**config.mk**
```make
export PLATFORM = sky130hd
export DESIGN_NAME = apb4_reg_slave_flat
export DESIGN_NICKNAME = d
export VERILOG_FILES = /design/src/rtl/apb4_reg_slave_if.sv /design/src/rtl/apb4_reg_slave.sv /design/src/flat_wrapper.sv
export SDC_FILE = /design/constraint.sdc
export NUM_CORES = 1
export LEC_CHECK = 0
export ABC_AREA = 1
export CORE_AREA = 2 2 250 252
export CTS_CLUSTER_SIZE = 12
export DETAILED_ROUTE_END_ITERATION = 8
export DIE_AREA = 0 0 252 254
export HOLD_SLACK_MARGIN = 0.02
export SLEW_MARGIN = 20
export SYNTH_ARGS = -nofsm -noshare
export SYNTH_HDL_FRONTEND = slang
export SYNTH_SLANG_ARGS = --single-unit
export TNS_END_PERCENT = 20
```
**constraint.sdc**
```tcl
create_clock -name pclk -period 4.7 [get_ports pclk]
set_input_delay 0.94 -clock pclk [delete_from_list [all_inputs] [get_ports pclk]]
set_output_delay 0.94 -clock pclk [all_outputs]
set_load 0.01 [all_outputs]
```
**src/rtl/apb4_reg_slave_if.sv**
```systemverilog
// APB4 bus bundle between a requester and the register-bank slave.
// The master drives address, control and write data; the slave answers.
interface apb4_reg_slave_if #(
    parameter int ADDR_WIDTH = 32,
    parameter int DATA_WIDTH = 32
);
    logic [ADDR_WIDTH-1:0]   paddr;
    logic                    psel;
    logic                    penable;
    logic                    pwrite;
    logic [DATA_WIDTH-1:0]   pwdata;
    logic [DATA_WIDTH/8-1:0] pstrb;
    logic                    pready;
    logic [DATA_WIDTH-1:0]   prdata;
    logic                    pslverr;

    modport master (
        output paddr, psel, penable, pwrite, pwdata, pstrb,
        input  pready, prdata, pslverr
    );

    modport slave (
        input  paddr, psel, penable, pwrite, pwdata, pstrb,
        output pready, prdata, pslverr
    );
endinterface

```
**src/rtl/apb4_reg_slave.sv**
```systemverilog
// APB4 register-bank slave: byte-strobed RW words, hardware-fed RO words,
// fixed wait states, PSLVERR on bad accesses and a protocol-violation monitor.
module apb4_reg_slave #(
    parameter int                   ADDR_WIDTH  = 32,
    parameter int                   DATA_WIDTH  = 32,
    parameter int                   NUM_REGS    = 8,
    parameter int                   WAIT_STATES = 0,
    parameter logic [NUM_REGS-1:0]  RO_MASK     = '0
) (
    input  logic                           pclk,
    input  logic                           preset,
    apb4_reg_slave_if.slave                bus,
    output logic [NUM_REGS*DATA_WIDTH-1:0] reg_q,
    input  logic [NUM_REGS*DATA_WIDTH-1:0] ro_in,
    output logic [NUM_REGS-1:0]            wr_pulse,
    input  logic                           proto_clr,
    output logic                           proto_err,
    output logic [7:0]                     proto_cnt
);
    localparam int NB  = DATA_WIDTH / 8;
    localparam int LSB = $clog2(NB);
    localparam int IW  = (NUM_REGS > 1) ? $clog2(NUM_REGS) : 1;
    localparam logic [ADDR_WIDTH-1:0] OFS_MASK = ADDR_WIDTH'((1 << LSB) - 1);

    typedef enum logic {IDLE, ACCESS} state_t;

    state_t                state;
    logic [3:0]            cnt;
    logic [DATA_WIDTH-1:0] regs [NUM_REGS];

    logic [ADDR_WIDTH-1:0] word;
    logic [IW-1:0]         idx;
    logic                  in_range;
    logic                  misaligned;
    logic                  ro_hit;
    logic                  bad;
    logic                  setup;
    logic                  access;
    logic                  last;
    logic                  commit;
    logic                  viol;
    logic [DATA_WIDTH-1:0] rd_word;

    // Address decode; out-of-range indices are folded to 0 and flagged bad.
    always_comb begin
        word       = bus.paddr >> LSB;
        in_range   = word < ADDR_WIDTH'(NUM_REGS);
        idx        = in_range ? word[IW-1:0] : '0;
        misaligned = (bus.paddr & OFS_MASK) != '0;
        ro_hit     = in_range & RO_MASK[idx];
        bad        = misaligned | !in_range | (bus.pwrite & ro_hit);
        setup      = bus.psel & !bus.penable;
        access     = bus.psel & bus.penable;
        last       = cnt == 4'(WAIT_STATES);
        rd_word    = ro_hit ? ro_in[32'(idx) * DATA_WIDTH +: DATA_WIDTH]
                            : regs[idx];
    end

    // Bus response, commit strobe and violation detect, silenced in reset.
    always_comb begin
        bus.pready  = 1'b0;
        bus.pslverr = 1'b0;
        bus.prdata  = '0;
        commit      = 1'b0;
        viol        = 1'b0;
        if (!preset) begin
            if (state == IDLE) begin
                viol        = access;
                bus.pready  = access;
                bus.pslverr = access;
            end else begin
                viol = !access;
                if (access && last) begin
                    bus.pready  = 1'b1;
                    bus.pslverr = bad;
                    commit      = bus.pwrite & !bad;
                    if (!bus.pwrite && !bad) begin
                        bus.prdata = rd_word;
                    end
                end
            end
        end
    end

    // Transfer FSM with wait-state counter.
    always_ff @(posedge pclk) begin
        if (preset) begin
            state <= IDLE;
            cnt   <= '0;
        end else begin
            unique case (state)
                IDLE: begin
                    if (setup) begin
                        state <= ACCESS;
                        cnt   <= '0;
                    end
                end
                ACCESS: begin
                    if (access) begin
                        if (last) begin
                            state <= IDLE;
                        end else begin
                            cnt <= cnt + 4'd1;
                        end
                    end else if (setup) begin
                        cnt <= '0;
                    end else begin
                        state <= IDLE;
                    end
                end
            endcase
        end
    end

    // Register storage with byte-lane writes and a one-cycle commit pulse.
    always_ff @(posedge pclk) begin
        if (preset) begin
            for (int i = 0; i < NUM_REGS; i++) begin
                regs[i] <= '0;
            end
            wr_pulse <= '0;
        end else begin
            wr_pulse <= '0;
            if (commit) begin
                wr_pulse[idx] <= 1'b1;
                for (int b = 0; b < NB; b++) begin
                    if (bus.pstrb[b]) begin
                        regs[idx][b*8 +: 8] <= bus.pwdata[b*8 +: 8];
                    end
                end
            end
        end
    end

    // Sticky violation flag and saturating count; a coincident clear
    // still records the new violation.
    always_ff @(posedge pclk) begin
        if (preset) begin
            proto_err <= 1'b0;
            proto_cnt <= '0;
        end else if (proto_clr) begin
            proto_err <= viol;
            proto_cnt <= viol ? 8'd1 : 8'd0;
        end else if (viol) begin
            proto_err <= 1'b1;
            if (proto_cnt != 8'hFF) begin
                proto_cnt <= proto_cnt + 8'd1;
            end
        end
    end

    for (genvar i = 0; i < NUM_REGS; i++) begin : g_q
        assign reg_q[i*DATA_WIDTH +: DATA_WIDTH] = RO_MASK[i] ? '0 : regs[i];
    end
endmodule

```
**src/flat_wrapper.sv**
```systemverilog
// flat-port wrapper written by rule: the top's interface ports become plain ports
module apb4_reg_slave_flat 
#(
    parameter int                   ADDR_WIDTH  = 32,
    parameter int                   DATA_WIDTH  = 32,
    parameter int                   NUM_REGS    = 8,
    parameter int                   WAIT_STATES = 0,
    parameter logic [NUM_REGS-1:0]  RO_MASK     = '0
)
  (pclk, preset, reg_q, ro_in, wr_pulse, proto_clr, proto_err, proto_cnt, bus_paddr, bus_psel, bus_penable, bus_pwrite, bus_pwdata, bus_pstrb, bus_pready, bus_prdata, bus_pslverr);
  apb4_reg_slave_if #(.ADDR_WIDTH(ADDR_WIDTH), .DATA_WIDTH(DATA_WIDTH)) bus_i ();
  input  logic pclk;
  input  logic preset;
  output logic [NUM_REGS*DATA_WIDTH-1:0] reg_q;
  input  logic [NUM_REGS*DATA_WIDTH-1:0] ro_in;
  output logic [NUM_REGS-1:0] wr_pulse;
  input  logic proto_clr;
  output logic proto_err;
  output logic [7:0] proto_cnt;
  input wire logic [$bits(bus_i.paddr)-1:0] bus_paddr;
  input wire logic [$bits(bus_i.psel)-1:0] bus_psel;
  input wire logic [$bits(bus_i.penable)-1:0] bus_penable;
  input wire logic [$bits(bus_i.pwrite)-1:0] bus_pwrite;
  input wire logic [$bits(bus_i.pwdata)-1:0] bus_pwdata;
  input wire logic [$bits(bus_i.pstrb)-1:0] bus_pstrb;
  output wire logic [$bits(bus_i.pready)-1:0] bus_pready;
  output wire logic [$bits(bus_i.prdata)-1:0] bus_prdata;
  output wire logic [$bits(bus_i.pslverr)-1:0] bus_pslverr;
  assign bus_i.paddr = bus_paddr;
  assign bus_i.psel = bus_psel;
  assign bus_i.penable = bus_penable;
  assign bus_i.pwrite = bus_pwrite;
  assign bus_i.pwdata = bus_pwdata;
  assign bus_i.pstrb = bus_pstrb;
  assign bus_pready = bus_i.pready;
  assign bus_prdata = bus_i.prdata;
  assign bus_pslverr = bus_i.pslverr;
  apb4_reg_slave #(.ADDR_WIDTH(ADDR_WIDTH), .DATA_WIDTH(DATA_WIDTH), .NUM_REGS(NUM_REGS), .WAIT_STATES(WAIT_STATES), .RO_MASK(RO_MASK)) u_core (.pclk(pclk), .preset(preset), .bus(bus_i), .reg_q(reg_q), .ro_in(ro_in), .wr_pulse(wr_pulse), .proto_clr(proto_clr), .proto_err(proto_err), .proto_cnt(proto_cnt));
endmodule
```
Yosys cells after proc, flatten, opt, wreduce, memory -nomap -nowiden
Memory sizes are Yosys's and may differ from the RTL's.
Cells that the tools add are included.
- $add $sub $neg: 2
- $lt $le $gt $ge: 3
- equality and inequality tests: 2
- shift-type cells: 1
- muxes and demuxes: 55
- bitwise gates (word level): 9
- reductions and logical operators: 15
- operator list (kind ; count):
    256-bit by 9-bit variable part select with 32-bit output ; 1
    32-bit 2-to-1 mux ; 6
    1-bit 2-to-1 mux ; 37
    32-bit nonzero test ; 1
    32-bit OR reduction ; 1
    30-bit by 4-bit less-than comparator with 1-bit output (second input constant) ; 1
    8-bit 2-to-1 mux ; 3
    4-bit 2-to-1 mux ; 4
    8-bit by 1-bit adder with 8-bit output (second input constant) ; 1
    8-bit inequality test (second input constant) ; 1
    4-bit case mux with 2 select lines ; 1
    3-bit 2-to-1 mux ; 2
    1-bit AND ; 5
    1-bit logical NOT ; 5
    4-bit by 1-bit adder with 4-bit output (second input constant) ; 1
    4-bit logical NOT ; 1
    3-bit by 4-bit less-than comparator with 1-bit output (second input constant) ; 1
    2-bit nonzero test ; 2
    1-bit demux with 3-bit select ; 1
    3-bit by 1-bit >= comparator with 1-bit output (second input constant) ; 1
    1-bit logical AND ; 3
    3-bit inequality test (second input constant) ; 1
    1-bit inverter ; 2
    1-bit OR ; 2
    other kinds (3) ; 3
- flip-flop bits (word level): 22
- RAM bits: 256
- bits in read-only memories: 8
- input port bits: 330
- memories: 2
- memories (name ; depth ; width ; rd ports ; clocked after memory_dff ; wr ports ; RTL line ; source):
    u_core.regs ; 8 ; 32 ; 9 ; 0 ; 8 ; apb4_reg_slave.sv:29 ; logic [DATA_WIDTH-1:0] regs [NUM_REGS];
    (name not given) ; 8 ; 1 ; 1 ; 0 ; 0 ; apb4_reg_slave.sv:50 ; ro_hit = in_range & RO_MASK[idx];

Logic depth before layout (Yosys ltp)
Gate-level depths: netlist of run 1.
- depth in word-level cells: 17
- depth in mapped cells: 13

Least setup slack after synthesis of run 1
Ideal clock, no wire load.
- kind: input to output
- start: input bus_paddr[7]
- end: output bus_prdata[21]
- arrival: 2.375 ns
- path slack: 1.385 ns
- stages: 13
- buffers on the path: 2
- cells stage by stage: inv_1 nand2_1 nor2_1 nand3_1 nor2_4 clkbuf_1 buf_2 nand3_1 nand3_1 nand2_1 inv_1 nand2_1 nor2_1
- cells in the longest elaborated chain, start to end: 13
- RTL lines (element ; RTL line ; source):
    start: declaration ; flat_wrapper.sv:20 ; input wire logic [$bits(bus_i.paddr)-1:0] bus_paddr;
    30-bit by 4-bit less-than comparator with 1-bit output (*) ; apb4_reg_slave.sv:47 ; in_range = word < ADDR_WIDTH'(NUM_REGS);
    parallel branches: the longest is 8 deep, another holds 256-bit by 9-bit variable part select with 32-bit output ; - ;
    32-bit 2-to-1 mux (*) ; apb4_reg_slave.sv:77 ; if (!bus.pwrite && !bad) begin
    32-bit 2-to-1 mux (*) ; apb4_reg_slave.sv:73 ; if (access && last) begin
    32-bit 2-to-1 mux (*) ; apb4_reg_slave.sv:67 ; if (state == IDLE) begin
    32-bit 2-to-1 mux (*) ; apb4_reg_slave.sv:66 ; if (!preset) begin
    end: declaration ; flat_wrapper.sv:27 ; output wire logic [$bits(bus_i.prdata)-1:0] bus_prdata;
Every way passes the cells marked *. The select of a mux whose other input is x is not followed.

Final worst setup path of run 1
- start: input bus_paddr[8]
- end: output bus_prdata[26]
The elaborated chain is that of the path after synthesis.

==> impl_metrics.toml, run 1 <==
[status]
status = "finished, final reports clean"

[timing]
finClkSkew_ns = 0.01418
slew_headroom_pct = 54.34
max_clock_freq_mhz = 222.4
worst_slack_ns = 0.2030
hold_viol_final = 0
drv_slew = 0
rsz0062_at_grt = "no"
tightest_slew_ns = 0.6828
post-route-min-period_ns = 4.497
setup_viol = 0
fin_setup_tns_ns = 0
min_period_over_period_pct = 95.68

[die]
die-width_um = 252
ios = 637
core.rowCount = 91
start_util_pct = 21.45
coreArea_sq_um = 61260
dieArea_sq_um = 64010
fp.dieH_um = 254

[synthesis]
synth_area_sq_um = 13140
syn_avg_cell_area_sq_um = 9.279
synthMuxAreaShare_pct = 0
synth_seq_area_share_pct = 61.86
ys_warn_count = 0
synthXorXnorAreaFrac_pct = 0.06666
synth_compound_area_share_pct = 1.543
yosysTopAreaCell = "edfxtp_1"
synth_top_family_by_area = "simple AND/OR/NAND/NOR gates"
synthArstFlopShare_pct = 0
synth-adder-area-share_pct = 0.2857
syn_inst = 1416
synth.top_cell.area_share_pct = 58.51
synth_edf_count = 256
ys.flop_type = "edfxtp_1"
synth_most_common_cell = "nor2_1"
ys_seq_elements = 278
synth_nets = 1749
synth_cell_types = 35
synth_common_cells = "nor2_1 (457), edfxtp_1 (256), nand2_1 (239)"
synth-simple-area-share_pct = 30.88
synthTopCellsByArea = "edfxtp_1 (59%), nor2_1 (13%), nand2_1 (6.8%), nand3_1 (5.1%), inv_1 (3.6%)"

[grt]
antenna_found_initial = 1
grt_pass1_wl_um = 81450
grt-ovfl-total = 0
grt_use_total_pct = 17.67
grt_max_degree = 51
grt_pass1_vias = 11760

[setup_path]
critical_path.cell_chain = "clkdlybuf4s50_1 -> inv_1 -> nand2_1 -> nor2_1 -> nand2_1 -> nor2_1 -> buf_4 -> nand3_2 -> buf_4 -> buf_12 -> nand2_1 -> nand3_1 -> nand3_1 -> nor2_1 -> clkdlybuf4s50_1"
critPathMaxStageDelay_ns = 0.58
critPathLaunchType = "primary input"
criticalPathCategory = "in -> out"
critPathSlowestCell = "clkdlybuf4s50_1"
crit_required_ns = 3.76
end_kind = "primary output"
worstPathMaxFanout = 44
arrival_ns = 3.56
crit_buf_inv = 6
critPathTopFamily = "buffers and inverters"

[route]
drt-pass1-iter-count = 5
wl_per_cell_um = 22.07
initialDrtViolationCount = 1019
drc = 0
antenna_left = 0
wl_um = 58300
dr_total_vias = 12064
vias_per_cell = 4.568

[placement]
pre_cts_ws_ns = 0.1194
io_buffers = 380
hpwl_um = 44940
gp_congestion = 0.8882

[clock_tree]
cts_sinks = 278
clockBufferDepth = 3
clk_pin_slew_worst_paths_ns = 0.06
cts_hold_buf = 0
cts_buffers = 34
insertion_delay_ns = 0.53
h-tree-depth = 2
cts-root-buf = "clkbuf_16"
cts_tree = "built"

[cells_and_area]
area_growth_pct = 47.35
fin_nets = 2160
drive_gt1_share_pct = 7.888
diodes = 0

[pwr]
ir_drop_v = 0.0001714
powerDensity_nw_per_um2 = 311.4
p_leak_nw = 7.462

[flow_run]
max_cap_violations = 0

[hold_path]
hp-class = "reg -> reg"
==> report_power, final <==
group,internal [mW],switching (mW),total (mW)
sequential,2.81,0.0873,2.89
clock,1.52,1.06,2.58
combinational,0.261,0.299,0.560
total,4.58,1.45,6.03
==> tightest hold or removal path, cell delays in order, from the launching register on <==
cell	delay, ns
dfxtp_1	0.32
inv_1	0.05
a21oi_1	0.05
==> kinds of logic (layout without fill, tap and decap cells) <==
kind of cell	after synthesis	in the layout
simple gates	919	919
flops	278	278
buf+inv	182	617
compound gates	33	33
fa+ha+maj	3	3
xor+xnor	1	1
==> placed cells by master, fill, tap and decap left out, drive strengths merged, types with 5 or more instances in the layout <==
master	n
edfxtp	256
a21oi	10
clkinv	10
nor3	5
nand2	251
a21boi	11
nand3b	28
o21ai	8
nor2	463
clkdlybuf4s50	379
nand3	152
clkbuf	50
dfxtp	22
inv	127
buf	50
nand4	17
==> state kept, by name, summed over array words and instances (netlist names) <==
signal / cells
u_core.proto_err: 1
u_core.regs: 256
u_core.cnt: 4
u_core.proto_cnt: 8
u_core.state: 1
u_core.wr_pulse: 8
==> worst paths after layout <==
| check | startpoint | end | slack [ns] | depth (start not counted) |
|---|---|---|---|---|
| max | bus_paddr[8] | bus_prdata[26] | 0.20 | 15 |
| min | u_core.proto_cnt[4] | u_core.proto_cnt[4] | 0.47 | 2 |
| max reg2reg | u_core.cnt[0] | u_core.regs[6][30] | 1.60 | 10 |
| min reg2reg | u_core.proto_cnt[4] | u_core.proto_cnt[4] | 0.47 | 2 |
==> final cells by class <==
cell class | instances | area [sq um]
Sequential cell | 278 | 8128
Inverter | 128 | 480.5
Fill cell | 6315 | 41900
Multi-Input combinational cell | 956 | 4338
Timing Repair Buffer | 429 | 4342
Tap cell | 790 | 988.4
Clock buffer | 50 | 1025
Clock inverter | 10 | 58.81
==> what timing repair did <==
item,in CTS,in global routing
setup endpoints to repair,0,1
setup buffers,0,0
gates resized for setup,0,1
==> per-layer routing <==
metal | GRT usage [%] | up-vias | wire length, um
met4 | 4.615 | 2 | 1162
met2 | 29.73 | 604 | 28010
met3 | 3.933 | 80 | 4757
met5 | 0 | - | 13
li1 | - | 5484 | -
met1 | 22.89 | 5894 | 24360
==> metrics by stage <==
| stage | hold WS (ns) | instances | power, mW | utilization [%] | cell area [sq um] |
|---|---|---|---|---|---|
| finish | 0.4668 | 2641 | 6.030 | 31.60 | 19360 |
| global route | 0.4971 | 2641 | 6.223 | 31.60 | 19360 |
| CTS | 0.4705 | 2641 | 6.097 | 31.60 | 19360 |
| detailed placement | 0.4632 | 2581 | 3.509 | 29.84 | 18280 |
| global placement | 0.4513 | 2581 | 3.506 | 29.84 | 18280 |
| floorplan | 0.4515 | 1416 | 3.090 | - | 13140 |
No activity file was read; power rests on OpenSTA's default activity.
==> inputs of run 2 (changes only) <==
--- a/config.mk
+++ b/config.mk
@@ -10,7 +10,7 @@
 export CTS_CLUSTER_SIZE = 12
 export DETAILED_ROUTE_END_ITERATION = 8
 export DIE_AREA = 0 0 252 254
-export HOLD_SLACK_MARGIN = 0.02
+export HOLD_SLACK_MARGIN = 0.15
 export SLEW_MARGIN = 20
 export SYNTH_ARGS = -nofsm -noshare
 export SYNTH_HDL_FRONTEND = slang
==> results of run 2 <==
Final layout, timing and power as in run 1 (identical DEF).
==> inputs of run 3 (changes only) <==
--- a/config.mk
+++ b/config.mk
@@ -11,7 +11,6 @@
 export DETAILED_ROUTE_END_ITERATION = 8
 export DIE_AREA = 0 0 252 254
 export HOLD_SLACK_MARGIN = 0.15
-export SLEW_MARGIN = 20
 export SYNTH_ARGS = -nofsm -noshare
 export SYNTH_HDL_FRONTEND = slang
 export SYNTH_SLANG_ARGS = --single-unit
==> results of run 3 <==
Final layout, timing and power as in run 1 (identical DEF).
